`config.mk`:
```
export PLATFORM = sky130hd
export DESIGN_NAME = snow64_instr_reader
export DESIGN_NICKNAME = d
export VERILOG_FILES = /design/src/rtl/snow64_instr_reader_pkg.sv /design/src/rtl/snow64_instr_word_select.sv /design/src/rtl/snow64_instr_reader.sv
export SDC_FILE = /design/constraint.sdc
export NUM_CORES = 1
export LEC_CHECK = 0
export ABC_AREA = 1
export BUFFER_PORTS_ARGS = -buffer_cell sky130_fd_sc_hd__buf_2
export CAP_MARGIN = 20
export CORE_MARGIN = 5
export CORE_UTILIZATION = 30
export DETAILED_ROUTE_END_ITERATION = 16
export PLACE_DENSITY = 0.52
export RECOVER_POWER = 25
export SYNTH_ARGS = -nofsm -noshare
export SYNTH_HDL_FRONTEND = slang
export SYNTH_SLANG_ARGS = --single-unit
```
`constraint.sdc`:
```
create_clock -name clk -period 2.3 [get_ports clk]
set_clock_uncertainty 0.15 [all_clocks]
set_input_delay 0.115 -clock clk [delete_from_list [all_inputs] [get_ports clk]]
set_output_delay 0.115 -clock clk [all_outputs]
set_load 0.01 [all_outputs]
```
`src/rtl/snow64_instr_reader_pkg.sv`:
```
// Shared types and line geometry for the single-line instruction fetch buffer.
package snow64_instr_reader_pkg;

  localparam int WORD_COUNT    = 8;
  localparam int LINE_OFFSET_W = 5;
  localparam int WORD_INDEX_W  = 3;
  localparam int TAG_W         = 64 - LINE_OFFSET_W;

  typedef enum logic [1:0] {
    IDLE,
    REQ,
    WAIT,
    WAIT_DROP
  } state_t;

  typedef logic [TAG_W-1:0]        tag_t;
  typedef logic [WORD_INDEX_W-1:0] word_index_t;

endpackage

```
`src/rtl/snow64_instr_word_select.sv`:
```
// Combinational 8:1 instruction mux over a line; word 0 sits in the LSBs.
// Zero latency, no flow control.
module snow64_instr_word_select
  import snow64_instr_reader_pkg::*;
#(
  parameter int LINE_WIDTH  = 256,
  parameter int INSTR_WIDTH = 32
) (
  input  logic [LINE_WIDTH-1:0]  line,
  input  word_index_t            idx,
  output logic [INSTR_WIDTH-1:0] instr
);

  always_comb begin
    instr = '0;
    for (int k = 0; k < WORD_COUNT; k++) begin
      if (idx == word_index_t'(k)) instr = line[k*INSTR_WIDTH +: INSTR_WIDTH];
    end
  end

endmodule

```
`src/rtl/snow64_instr_reader.sv`:
```
// Single-line instruction buffer: hits return in 1 edge, misses fetch a line over the bus guard.
// fetch_ready is low while a fill is outstanding; fetches offered then are dropped, not queued.
module snow64_instr_reader
  import snow64_instr_reader_pkg::*;
#(
  parameter int ADDR_WIDTH  = 64,
  parameter int LINE_WIDTH  = 256,
  parameter int INSTR_WIDTH = 32
) (
  input  logic                   clk,
  input  logic                   rst_n,
  input  logic                   fetch_req,
  input  logic [ADDR_WIDTH-1:0]  fetch_addr,
  output logic                   fetch_ready,
  output logic                   instr_valid,
  output logic [INSTR_WIDTH-1:0] instr,
  input  logic                   flush,
  output logic                   bus_req,
  output logic [ADDR_WIDTH-1:0]  bus_addr,
  input  logic                   bus_cmd_accepted,
  input  logic                   bus_valid,
  input  logic [LINE_WIDTH-1:0]  bus_data
);

  localparam int LINE_TAG_W = ADDR_WIDTH - LINE_OFFSET_W;

  state_t                  state;
  logic                    line_valid;
  logic [LINE_TAG_W-1:0]   tag;
  logic [LINE_WIDTH-1:0]   line;
  logic [ADDR_WIDTH-1:2]   pend_addr;
  logic                    drop_pending;

  logic                    hit;
  logic [INSTR_WIDTH-1:0]  hit_word;
  logic [INSTR_WIDTH-1:0]  fill_word;
  logic                    unused_byte_offset;

  // Instructions are word aligned; the byte offset carries no information.
  assign unused_byte_offset = ^fetch_addr[1:0];

  assign fetch_ready = (state == IDLE);
  assign hit = line_valid && (tag == fetch_addr[ADDR_WIDTH-1:LINE_OFFSET_W]);

  snow64_instr_word_select #(
    .LINE_WIDTH  (LINE_WIDTH),
    .INSTR_WIDTH (INSTR_WIDTH)
  ) u_hit_sel (
    .line  (line),
    .idx   (fetch_addr[4:2]),
    .instr (hit_word)
  );

  snow64_instr_word_select #(
    .LINE_WIDTH  (LINE_WIDTH),
    .INSTR_WIDTH (INSTR_WIDTH)
  ) u_fill_sel (
    .line  (bus_data),
    .idx   (pend_addr[4:2]),
    .instr (fill_word)
  );

  always_ff @(posedge clk or negedge rst_n) begin
    if (!rst_n) begin
      state        <= IDLE;
      line_valid   <= 1'b0;
      tag          <= '0;
      line         <= '0;
      pend_addr    <= '0;
      drop_pending <= 1'b0;
      bus_req      <= 1'b0;
      bus_addr     <= '0;
      instr_valid  <= 1'b0;
      instr        <= '0;
    end else begin
      instr_valid <= 1'b0;
      if (flush) line_valid <= 1'b0;

      case (state)
        IDLE: begin
          if (!flush && fetch_req) begin
            if (hit) begin
              instr_valid <= 1'b1;
              instr       <= hit_word;
            end else begin
              pend_addr <= fetch_addr[ADDR_WIDTH-1:2];
              bus_req   <= 1'b1;
              bus_addr  <= {fetch_addr[ADDR_WIDTH-1:LINE_OFFSET_W], {LINE_OFFSET_W{1'b0}}};
              state     <= REQ;
            end
          end
        end

        // The guard only blocks re-acceptance while cmd_accepted is high,
        // so bus_req must fall on the very edge that samples the accept.
        REQ: begin
          if (flush) begin
            bus_req <= 1'b0;
            if (bus_cmd_accepted) begin
              drop_pending <= 1'b1;
              state        <= WAIT_DROP;
            end else begin
              state <= IDLE;
            end
          end else if (bus_cmd_accepted) begin
            bus_req <= 1'b0;
            state   <= WAIT;
          end
        end

        WAIT: begin
          if (flush) begin
            // A response arriving on the flush edge is already consumed here.
            if (bus_valid) begin
              state <= IDLE;
            end else begin
              drop_pending <= 1'b1;
              state        <= WAIT_DROP;
            end
          end else if (bus_valid) begin
            line        <= bus_data;
            tag         <= pend_addr[ADDR_WIDTH-1:LINE_OFFSET_W];
            line_valid  <= 1'b1;
            instr_valid <= 1'b1;
            instr       <= fill_word;
            state       <= IDLE;
          end
        end

        WAIT_DROP: begin
          if (bus_valid || !drop_pending) begin
            drop_pending <= 1'b0;
            state        <= IDLE;
          end
        end

        default: state <= IDLE;
      endcase
    end
  end

endmodule

```
=== Word level (Yosys, flattened, before mapping) ===
Index checks and enable logic that the tools add are counted.

* Flip-flop bits (word level): 474
* Input bits: 326
* Logic and storage cells: 110
* Output and inout bits: 99

* Reduce and logical (&&, ||, !) cells: 17
* Equality and inequality tests: 30
* Bitwise operators: 2
* Multiplexer cells: 51

{| class="wikitable"
|+ Operator list
! operator !! count
|-
| $mux 32 || 20
|-
| $pmux 32 s2 || 1
|-
| $eq 59x59->1 || 1
|-
| $eq 3x3->1 const B || 8
|-
| $mux 2 || 9
|-
| $mux 1 || 17
|-
| $ne 2x2->1 const B || 8
|-
| $eq 3x2->1 const B || 4
|-
| $reduce_and 5->1 || 2
|-
| $pmux 2 s4 || 1
|-
| $eq 3x1->1 const B || 2
|-
| $logic_not 3->1 || 2
|-
| $ne 3x3->1 const B || 2
|-
| $reduce_and 3->1 || 2
|-
| $reduce_and 6->1 || 1
|-
| $eq 2x2->1 const B || 2
|-
| $ne 2x1->1 const B || 2
|-
| $pmux 1 s2 || 2
|-
| $reduce_and 4->1 || 1
|-
| $reduce_bool 2->1 || 2
|-
| $pmux 1 s3 || 1
|-
| $reduce_bool 3->1 || 1
|-
| $eq 2x1->1 const B || 1
|-
| $logic_and 1x1->1 || 2
|-
| 4 further kinds || 6
|}

=== Longest topological paths before layout ===
Gate-level depths: netlist of the first run.

* Depth in word-level cells: 12
* Mapped depth: 14
* Gate-level depth less buffers: 12

=== Modules after synthesis ===
From an unflattened synthesis of the first run, not the netlist that was laid out.

* Cell total of the unflattened synthesis: 2472
* Area, all modules: 21864.7 sq um

{| class="wikitable"
|+ By module, submodules not included
! module !! instances !! seq. area each (sq um) !! cells an instance !! area an instance (sq um)
|-
| snow64_instr_reader || 1 || 10385.0 || 1590 || 17615.6
|-
| snow64_instr_word_select || 2 || 0.0 || 441 || 2124.5
|}

=== Worst setup path before layout of the first run ===
Ideal clock, no wire load.

* Path kind: register -> register
* Start point: register state[0]
* End point: register instr[0]
* Stages on the path, launching flop included: 9
* Required time: 2084 ps
* Period minus slack after synthesis: 1811 ps
* Data arrival time: 1595 ps
* Library setup time: 66 ps
* Slack: 489 ps
* Path buffers: 1
* Cells stage by stage: dfrtp_1 nor2_1 inv_1 nor2_2 nand3_1 nand2_2 buf_2 nand2_1 nand2_1

* Cells in the longest elaborated chain, start to end: 3
* Elaborated cells on any way between the ends: 9
* Classes of those cells: 5 x eq/ne; 1 x mux; 3 x reduce/logical

{| class="wikitable"
|+ RTL lines
! what !! line !! text
|-
| from (decl) || snow64_instr_reader.sv:27 || <nowiki>state_t state;</nowiki>
|-
| from (signal assigned) || snow64_instr_reader.sv:65 || <nowiki>state <= IDLE;</nowiki>
|-
| from (signal assigned) || snow64_instr_reader.sv:89 || <nowiki>state <= REQ;</nowiki>
|-
| from (signal assigned) || snow64_instr_reader.sv:101 || <nowiki>state <= WAIT_DROP;</nowiki>
|-
| $logic_not 2->1 (*) || n/a ||
|-
| via fetch_ready || snow64_instr_reader.sv:14 || <nowiki>output logic fetch_ready,</nowiki>
|-
| $ne 2x1->1 (no line) or $reduce_bool 2->1 (tied branches) || n/a ||
|-
| $reduce_and 5->1 (no line) || n/a ||
|-
| to (signal assigned) || snow64_instr_reader.sv:84 || <nowiki>instr <= hit_word;</nowiki>
|-
| to (signal assigned) || snow64_instr_reader.sv:125 || <nowiki>instr <= fill_word;</nowiki>
|-
| to (decl) || snow64_instr_reader.sv:16 || <nowiki>output logic [INSTR_WIDTH-1:0] instr,</nowiki>
|}

Mark *: on every way through the listed nets, which the timed path passes. The rest lies on a longest branch.
A chain may end at the register's enable or synchronous reset.

=== Final worst setup path of the first run ===
* Start point: register pend_addr[2] (netlist bit)
* End point: register instr[16]

* Cells in the longest elaborated chain, start to end: 12
* Elaborated cells on any way between the ends: 19
* Classes of those cells: 7 x eq/ne; 11 x mux; 1 x reduce/logical

{| class="wikitable"
|+ RTL lines
! what !! line !! text
|-
| from (decl) || snow64_instr_reader.sv:31 || <nowiki>logic [ADDR_WIDTH-1:2] pend_addr;</nowiki>
|-
| from (signal assigned) || snow64_instr_reader.sv:86 || <nowiki>pend_addr <= fetch_addr[ADDR_WIDTH-1:2];</nowiki>
|-
| $logic_not 3->1 || snow64_instr_word_select.sv:17 || <nowiki>if (idx == word_index_t'(k)) instr = line[k*INSTR_WIDTH +: INSTR_WIDTH];</nowiki>
|-
| $mux 32 (7 in series) || snow64_instr_word_select.sv:17 ||
|-
| $mux 32 (*) || snow64_instr_word_select.sv:17 ||
|-
| $mux 32 (*) || snow64_instr_reader.sv:120 || <nowiki>end else if (bus_valid) begin</nowiki>
|-
| $mux 32 (*) || snow64_instr_reader.sv:112 || <nowiki>if (flush) begin</nowiki>
|-
| $pmux 32 s2 (*) || snow64_instr_reader.sv:79 || <nowiki>case (state)</nowiki>
|}

Mark *: on every way between the ends. The rest lies on a longest branch, timed or not. The select of a mux whose other input is x is not followed.

==> impl_metrics.yaml, run 1 <==
cells_and_area:
  stdcell_count: 4188
  num-fill-cells: 7047
  nNetsFinal: 3533
  drive_gt1_share_pct: 25.2
  area_delta_synth_final_pct: 38.9
floorplanning:
  fp.dieH_um: 276
  start_util_pct: 30.3
  core_area_um2: 70100
  die_width_um: 276
  num_rows: 97
  ioPinCount: 425
  fp.dieArea_um2: 76300
timing:
  post-route-min-period_ns: 2.18
  fin_crit_sh_pct: 94.8
  grt_setup_unrepaired: "no"
  tns_ns: 0
  setup_viol_count_final: 0
  worst_slack_ns: 0.119
  hold_ws_ns: 0.156
  worstMarginPinSlew_ns: 1.84
  hold_viol_final: 0
  slew_headroom_pct: -22.6
  fmax_ghz: 0.459
  final_max_slew_viol_count: 7
global_route:
  antenna_found_initial: 13
  grt_overflow_total: 0
  grt_max_degree: 85
  grt_use_met3_pct: 4.00
  grt_pass1_wl_um: 124000
  top_usage_layer: "met2"
  grt_pass1_vias: 20300
  use_met2_pct: 32.2
  grt_use_total_pct: 20.5
  use_met1_pct: 29.2
min_path:
  hold_depth: 3
  hp-class: "input pin to flip-flop"
place:
  pre_cts_ws_ns: 0.111
  placed_cells: 3766
  gp_congestion: 0.828
  io_buffers: 417
  dp_hpwl_um: 56000
power_and_ir_drop:
  p_clk_share_pct: 23.9
  vdd_drop_max_uv: 557
  power_leakage_nw: 14.6
  p_per_area_nw_per_um2: 1110
  switching_power_mw: 12.0
  power_mw: 32.7
  power_frac_comb_pct: 36.8
  sw_frac_of_total_pct: 36.6
  p_int_mw: 20.7
  p_seq_share_pct: 39.3
synthesis:
  ys_seq_elements: 415
  ys_warn_count: 0
  netlist_instances: 2527
  ys_seq_area_share_pct: 48.8
  yosysUniqueCellTypes: 28
  avgSynthCellArea_um2: 8.42
  syn_area_um2: 21300
setup_path:
  cp_max_fo: 46
  worstSetupEndpointType: "flip-flop"
  crit_type: "flip-flop to flip-flop"
  start_kind: "flip-flop"
  cp.required_ns: 2.68
  cp.arrival_ns: 2.56
  reg2reg_depth: 11
route:
  routed_via_density: 4.73
  vias: 19800
  drt-initial-drc-count: 1448
  drt_first_pass_iters: 5
  avgRoutedWirePerCell_um: 19.1
  postRouteAntennaNets: 0
  wirelength_um: 80100
  drc: 0
run_status:
  violations: "capacitance limit, slew limit"
  status: "finished, violations left"
clock_network:
  htreeDepth: 2
  cts_inserted_buffers: 50
  clk_path_buf_depth: 3
  clock_sinks: 415
  clk_pin_slew_ns: 0.06
  cts_tree: "built"
  clock_latency_ns: 0.59
  clock-root-buffer: "clkbuf_16"
flow_run:
  max-cap-violations: 1
[registers in the layout, summed over array words and instances (netlist names)]
register	flops
line	256
line_valid	1
tag	59
bus_req	1
state	2
drop_pending	1
instr_valid	1
instr	32
pend_addr	62
[worst max-delay path: stages (launching register included)]
cell,delay (ns)
dfrtp_1,0.40
buf_8,0.21
inv_2,0.09
buf_4,0.19
nor3_4,0.25
buf_12,0.28
a21oi_1,0.07
nand4_1,0.14
nand2_1,0.07
nand2_1,0.09
nand2_1,0.08
nand2_1,0.06
[placed cells by master (no fill, tap or decap), types with 2 or more instances in the layout]
master / synthesis / final
a21oi_1: 133 / 133
buf_12: 0 / 42
buf_2: 58 / 416
buf_4: 65 / 37
buf_8: 0 / 2
bufinv_16: 0 / 2
clkbuf_1: 62 / 16
clkbuf_16: 0 / 51
clkbuf_2: 0 / 4
clkbuf_8: 0 / 8
clkinv_1: 3 / 3
clkinv_2: 0 / 5
clkinv_4: 0 / 2
clkinv_8: 0 / 2
conb_1: 1 / 5
dfrtp_1: 415 / 415
diode_2: 0 / 8
dlygate4sd3_1: 0 / 325
inv_1: 196 / 195
inv_2: 7 / 8
mux2_2: 217 / 217
nand2_1: 719 / 718
nand2_4: 0 / 2
nand3_1: 119 / 118
nand4_1: 138 / 138
nor2_1: 216 / 213
nor2_2: 1 / 3
nor3_1: 5 / 2
nor3_2: 8 / 3
nor3_4: 1 / 9
o21ai_0: 109 / 109
o21ai_1: 19 / 19
xnor2_1: 9 / 9
[worst paths after layout]
| path | end | start | slack [ns] |
|---|---|---|---|
| max in group asynchronous | tag[52] | rst_n | 0.26 |
| worst min-delay path | line[176] | bus_data[176] | 0.16 |
| min in group asynchronous | tag[17] | rst_n | 1.19 |
| worst max-delay path | instr[16] | pend_addr[2] | 0.12 |
| worst min register to register | line[141] | line[141] | 0.33 |
| worst max register to register | instr[16] | pend_addr[2] | 0.12 |
[cells by family after synthesis]
family / count (synthesis) / synth area share (%)
other: 1 / 0.0176
muxes: 217 / 11.5
and+or+nand+nor: 1210 / 24.0
buffers and inverters: 411 / 9.02
AOI/OAI and AO/OA: 264 / 6.25
DFF: 415 / 48.8
xor gates and xnor gates: 9 / 0.371
[through the flow]
step | instance area [um2] | util, %
finish | 29600 | 42.1
global route | 29500 | 42.1
CTS | 29500 | 42.1
detailed placement | 24700 | 35.1
global placement | 24700 | 35.1
floorplan | 21300 | -
[synthesized netlist by cell type]
cell       instances  share of area, %
nand2_1          719                13
dfrtp_1          415                49
mux2_2           217                11
nor2_1           216               3.8
inv_1            196               3.5
nand4_1          138               4.1
a21oi_1          133               3.1
nand3_1          119               2.8
o21ai_0          109               2.6
buf_4             65               2.3
clkbuf_1          62               1.1
buf_2             58               1.4
o21ai_1           19              0.45
buf_1             12              0.21
xnor2_1            9              0.37
buf_6              8              0.42
nor3_2             8              0.38
inv_2              7              0.12
nor3_1             5              0.12
clkinv_1           3             0.053
nand2_2            2             0.059
a2111oi_0          1             0.041
a31oi_1            1             0.029
conb_1             1             0.018
nor2_2             1             0.029
nor3_4             1             0.076
nor4_1             1             0.029
o21bai_1           1             0.035
[routing by layer]
metal	up-vias	share of wire (%)	routed length, um
met3	138	6.4	5140
met1	9460	46	36700
met5	-	0.067	54
met4	8	2.6	2110
li1	9567	-	-
met2	622	45	36200
[power groups by stage]
| stage | registers (mW) | logic (mW) | clock network [mW] |
|---|---|---|---|
| 3_3_place_gp | 12.8 | 11.4 | 0 |
| 4_1_cts | 12.8 | 12.0 | 8.01 |
| 6_report | 12.9 | 12.0 | 7.81 |
| 5_1_grt | 13.3 | 13.4 | 8.31 |
| 3_5_place_dp | 12.9 | 11.5 | 0 |
| 2_1_floorplan | 12.5 | 7.80 | 0 |
[cell type report]
cell class	count	area [um2]	share of cell area, %
clock inverter	12	143	0.483
clock buffer	73	1440	4.87
multi-input combinational	1705	9080	30.7
tap	940	1180	3.98
sequential	415	10400	35.1
inverter	206	773	2.62
timing repair buffer	829	6540	22.1
antenna	8	20.0	0.0677
[timing repair]
action,in CTS,in global routing
hold buffers,326,0
endpoints found under the setup margin,0,28
endpoints found under the hold margin,770,0
setup buffers,0,3
resized for setup,0,6
Note: power is estimated with default switching activity, not from simulation.
==> run 2: changes to the inputs <==
==> constraint.sdc (replaced) <==
create_clock -name clk -period 2.3 [get_ports clk]
set_clock_uncertainty 0.15 [all_clocks]
set_input_delay 0.46 -clock clk [delete_from_list [all_inputs] [get_ports clk]]
set_output_delay 0.46 -clock clk [all_outputs]
set_load 0.01 [all_outputs]
==> impl_metrics.yaml, run 2 (synthesis gave the netlist of run 1 again) <==
setup_path:
  cp_max_fo: 11
  r2r_slack_ns: 0.18
  start_kind: "input pin"
  path_cells: "dlygate4sd3_1 -> buf_2 -> inv_1 -> nand2_1 -> nand2_1 -> nor2_1 -> nand2_1 -> nor2_2 -> nand2_1 -> nor2_1 -> buf_4 -> nand2_4 -> nand2_8 -> buf_6 -> o21ai_0"
  path_common_cell: "nand2_1"
  cp.arrival_ns: 2.54
  crit_type: "input pin to flip-flop"
  slowest_delay_ns: 0.55
  worstSetupEndpointType: "flip-flop"
  cp.required_ns: 2.63
  slowest_stage: "dlygate4sd3_1"
floorplanning:
  core_area_um2: 70100
  num_rows: 97
  fp.dieArea_um2: 76300
  die_width_um: 276
  ioPinCount: 425
  fp.dieH_um: 276
  start_util_pct: 30.3
cells_and_area:
  largestRegisters: "line: 256 flops, pend_addr: 62 flops, tag: 59 flops"
  layout_common_cells: "nand2_1, buf_2, dfrtp_1"
  mostFrequentLayoutCell: "nand2_1"
  max_flop_register: "line"
  stdcell_area_um2: 29800
  area_delta_synth_final_pct: 39.9
  ff_latch_area_um2: 10400
  nNetsFinal: 3536
  drive_gt1_share_pct: 26.4
  num-fill-cells: 7023
  largest_reg_flops: 256
  stdcell_count: 4194
  fin_util_pct: 42.4
  multiInputGateArea_um2: 9130
global_route:
  grt_max_degree: 57
  use_met2_pct: 32.4
  grt_overflow_total: 0
  antenna_found_initial: 12
  grt_pass1_wl_um: 123000
  top_usage_layer: "met2"
  grt_pass1_vias: 20300
  grt_use_met3_pct: 3.89
  use_met1_pct: 28.1
  grt_use_total_pct: 20.2
clock_network:
  cts_tree: "built"
  clock_latency_ns: 0.61
  cts_inserted_buffers: 49
  clock-root-buffer: "clkbuf_16"
  htreeDepth: 2
  clock_sinks: 415
  clk_pin_slew_ns: 0.06
  clk_path_buf_depth: 3
power_and_ir_drop:
  switching_power_mw: 12.2
  p_int_mw: 21.3
  p_clk_share_pct: 25.2
  p_seq_share_pct: 38.5
  power_frac_comb_pct: 36.3
  power_leakage_nw: 14.8
  vdd_drop_max_uv: 562
  p_per_area_nw_per_um2: 1130
  sw_frac_of_total_pct: 36.4
route:
  drc: 0
  routed_via_density: 4.74
  postRouteAntennaNets: 0
  wirelength_um: 80400
  vias: 19900
  drt-initial-drc-count: 1257
  avgRoutedWirePerCell_um: 19.2
  drt_first_pass_iters: 7
timing:
  worst_slack_ns: 0.0866
  slew_headroom_pct: 33.7
  hold_viol_final: 0
  worstMarginPinSlew_ns: 0.995
  final_max_slew_viol_count: 0
  fmax_ghz: 0.452
  post-route-min-period_ns: 2.21
  fin_crit_sh_pct: 96.2
  tns_ns: 0
  setup_viol_count_final: 0
place:
  place_area_um2: 24900
  pre_cts_ws_ns: -0.0543
  io_buffers: 417
  gp_congestion: 0.831
  dp_hpwl_um: 56100
  placed_cells: 3794
run_status:
  status: "completed"
flow_run:
  max-cap-violations: 0
min_path:
  hp-class: "input pin to flip-flop"
run 2: cell types whose count changed in the layout (fill, tap and decap cells not counted), sizes merged:
cell / change
inv: +3
dlygate4sd3: -28
clkbuf: +13
nand2: +1
diode: -3
clkinv: -6
bufinv: +3
clkinvlp: +2
buf: +20
dlymetal6s4s: +1
run 2: per-layer routing:
| layer | up-vias | share of wire (%) |
|---|---|---|
| met5 | - | 0.047 |
| li1 | 9574 | - |
| met2 | 623 | 46 |
| met4 | 6 | 2.8 |
| met3 | 144 | 5.8 |
| met1 | 9537 | 46 |
run 2: area by class of cell:
| cell class | count | area share [%] |
|---|---|---|
| diodes | 5 | 0.0420 |
| clock buffers | 76 | 5.10 |
| clock inverters | 14 | 0.803 |
| inverters | 206 | 2.61 |
| multi-input cells | 1706 | 30.7 |
| flip-flops and latches | 415 | 34.9 |
| well taps | 940 | 3.95 |
| repair buffers | 832 | 21.9 |
run 2: worst max-delay path, delay by kind of cell:
| kind | cells | cell delay [ns] |
|---|---|---|
| AOI/OAI and AO/OA | 1 | 0.09 |
| buffers and inverters | 5 | 1.11 |
| and+or+nand+nor | 9 | 0.87 |
run 2: worst paths after layout:
| kind | start | to | cells past startpoint |
|---|---|---|---|
| max in group asynchronous | rst_n | pend_addr[3] | 3 |
| setup / recovery | fetch_addr[9] | pend_addr[12] | 15 |
| hold reg to reg | line[113] | line[113] | 2 |
| min in group asynchronous | rst_n | pend_addr[41] | 2 |
| setup reg to reg | pend_addr[4] | instr[11] | 10 |
| hold / removal | fetch_addr[21] | pend_addr[21] | 3 |
run 2: power by group through the flow:
stage	clock (mW)	sequential [mW]	combinational [mW]
6_report	8.46	12.9	12.2
5_1_grt	8.95	13.3	13.6
4_1_cts	8.69	12.9	12.1
3_5_place_dp	0	13.0	11.6
3_3_place_gp	0	12.9	11.5
2_1_floorplan	0	12.5	7.80
run 2: metrics by stage:
stage | total power, mW | hold slack [ns]
2_1_floorplan | 20.3 | 0.0144
3_3_place_gp | 24.4 | 0.313
3_5_place_dp | 24.6 | 0.313
4_1_cts | 33.6 | 0.00147
5_1_grt | 35.8 | 0.0138
6_report | 33.5 | 0.0353
run 2: what timing repair did:
item                                   in CTS  in global routing
hold buffers                              298                  0
setup buffers                               0                  1
resized for setup                           0                 15
setup endpoints to repair                   0                 93
endpoints found under the hold margin     338                  0
==> run 3: changes to the inputs <==
Settings changed: ABC_AREA 1 to 0, CAP_MARGIN 20 to 10.
==> impl_metrics.yaml, run 3 <==
floorplanning:
  core_area_um2: 68700
  die_width_um: 273
  fp.dieH_um: 273
  start_util_pct: 30.3
  fp.dieArea_um2: 74800
  num_rows: 96
  ioPinCount: 425
min_path:
  hold_depth: 2
  hp-class: "input pin to flip-flop"
place:
  placed_cells: 3453
  pre_cts_ws_ns: -1.08
  io_buffers: 417
  dp_hpwl_um: 52400
  place_area_um2: 24600
  gp_congestion: 0.867
route:
  drt_first_pass_iters: 7
  postRouteAntennaNets: 0
  avgRoutedWirePerCell_um: 20.1
  routed_via_density: 4.82
  wirelength_um: 77500
  drt-initial-drc-count: 1581
  drc: 0
  vias: 18600
timing:
  hold_viol_final: 0
  slew_headroom_pct: 2.43
  post-route-min-period_ns: 2.86
  setup_viol_count_final: 186
  tns_ns: -48.24
  final_max_slew_viol_count: 0
  worstMarginPinSlew_ns: 1.46
  fin_crit_sh_pct: 124
  grt_setup_unrepaired: "yes"
  worst_slack_ns: -0.558
  fmax_ghz: 0.350
clock_network:
  cts_inserted_buffers: 49
  clock-root-buffer: "clkbuf_16"
  htreeDepth: 2
  clock_sinks: 415
  clk_path_buf_depth: 3
  cts_tree: "built"
  clock_latency_ns: 0.59
  clk_pin_slew_ns: 0.06
cells_and_area:
  layout_common_cells: "nand2_1, buf_2, dfrtp_1"
  stdcell_area_um2: 29800
  largest_reg_flops: 256
  largestRegisters: "line: 256 flops, pend_addr: 62 flops, tag: 59 flops"
  max_flop_register: "line"
  stdcell_count: 3861
  drive_gt1_share_pct: 29.0
  ff_latch_area_um2: 10400
  area_delta_synth_final_pct: 42.9
  mostFrequentLayoutCell: "nand2_1"
  multiInputGateArea_um2: 9680
  nNetsFinal: 3207
  num-fill-cells: 6586
synthesis:
  synth_commonest_cells: "nand2_1, dfrtp_1, clkbuf_1"
  synthTopCellsByArea: "dfrtp_1, nand2_1, mux4_2"
  synth_most_common_cell: "nand2_1"
  synth_edf_count: 0
  netlist_instances: 2179
  ys_warn_count: 0
  yosys.area.top_type: "dfrtp_1"
  synthArstFlopShare_pct: 100
  synth_top_area_share_pct: 49.9
  syn_area_um2: 20800
  ys_seq_area_share_pct: 49.9
  synth_ff_type: "dfrtp_1"
  avgSynthCellArea_um2: 9.56
  ys_seq_elements: 415
  yosysUniqueCellTypes: 46
setup_path:
  cp-startpoint: "tag[15]"
  cp.required_ns: 2.62
  r2r_slack_ns: -0.56
  reg2reg_depth: 9
  cp.arrival_ns: 3.18
  crit_type: "flip-flop to flip-flop"
  start_kind: "flip-flop"
  reg2reg_from: "tag[15]"
  cp_max_fo: 21
  crit_path_end: "instr[14]"
  r2r-end: "instr[14]"
  worstSetupEndpointType: "flip-flop"
run_status:
  status: "finished, violations left"
  violations: "setup timing"
power_and_ir_drop:
  p_seq_share_pct: 38.2
  p_int_mw: 22.6
  power_leakage_nw: 14.9
  power_mw: 34.7
  p_per_area_nw_per_um2: 1170
  switching_power_mw: 12.1
  power_frac_comb_pct: 38.4
  sw_frac_of_total_pct: 34.9
  vdd_drop_max_uv: 681
  p_clk_share_pct: 23.3
global_route:
  grt_use_total_pct: 20.0
  antenna_found_initial: 16
  grt_pass1_wl_um: 117000
  grt_pass1_vias: 19400
  grt_overflow_total: 0
  grt_max_degree: 111
flow_run:
  max-cap-violations: 0
-- run 3: changes by cell type after synthesis, moves of 84 or more --
cell and change:
nor2_1 -185, nand2_1 +230, a21oi_1 -84, nand4_1 -131, inv_1 -174, mux2_2 -131
nand3_1 -108
-- run 3: cell families (layout without fill, tap and decap cells) --
group	after synthesis	in the layout	synth area share [%]
buffers and inverters	230	967	5.58
multiplexers	247	247	17.3
other	1	15	0.0180
AO/OA/AOI/OAI	207	207	6.11
flip-flops	415	415	49.9
AND/OR/NAND/NOR	1037	1037	19.4
XOR/XNOR	42	42	1.77
-- run 3: how the worst min path moves through the flow --
stage / end / slack (ns) / startpoint
floorplan: bus_req / 0.01 / rst_n
global placement: line[106] / 0.19 / rst_n
detailed placement: line[138] / 0.19 / rst_n
CTS: pend_addr[16] / 0.001 / fetch_addr[16]
global route: pend_addr[62] / 0.01 / fetch_addr[62]
finish: pend_addr[16] / 0.04 / fetch_addr[16]
-- run 3: what timing repair did --
action	in CTS	in global routing
endpoints found under the setup margin	98	97
resized for setup	48	40
hold buffers	298	0
setup buffers	7	3
pin swaps	3	0
endpoints found under the hold margin	503	0
gates cloned	4	1
-- run 3: per-layer routing --
metal	GRT usage (%)	vias to the layer above	routed length (um)
li1	-	8599	-
met3	4.52	145	5490
met4	5.63	10	2150
met2	32.6	670	36500
met5	0	-	62
met1	26.8	9177	33400
-- run 3: cell type report --
cell class | instances | area share (%)
antenna | 10 | 0.0841
clock buffer | 74 | 5.08
clock inverter | 16 | 0.635
inverter | 22 | 0.278
multi-input combinational | 1538 | 32.5
sequential | 415 | 34.9
tap | 931 | 3.92
timing repair buffer | 855 | 22.5
-- run 3: power by group through the flow --
stage | clock [mW] | combinational [mW] | sequential (mW)
4_1_cts | 8.32 | 13.3 | 13.2
3_3_place_gp | 0 | 12.1 | 13.2
6_report | 8.10 | 13.3 | 13.3
3_5_place_dp | 0 | 12.4 | 13.3
2_1_floorplan | 0 | 8.65 | 12.7
5_1_grt | 8.60 | 14.6 | 13.7
-- run 3: per-stage QoR --
stage,utilization [%],hold slack [ns]
after global routing,43.3,0.0115
after global placement,35.8,0.188
final,43.3,0.0369
after CTS,43.2,0.00116
after floorplan,-,0.0144
after detailed placement,35.8,0.186
-- run 3: worst max-delay path, cell delays in order, from the launching register on --
cell and delay (ns):
dfrtp_1 0.39, nor2b_1 0.15, a2111oi_1 0.47, nand4_1 0.17
nor4_2 0.29, nand4_1 0.18, buf_4 0.18, o21a_4 0.22
buf_12 0.17, mux2_4 0.33
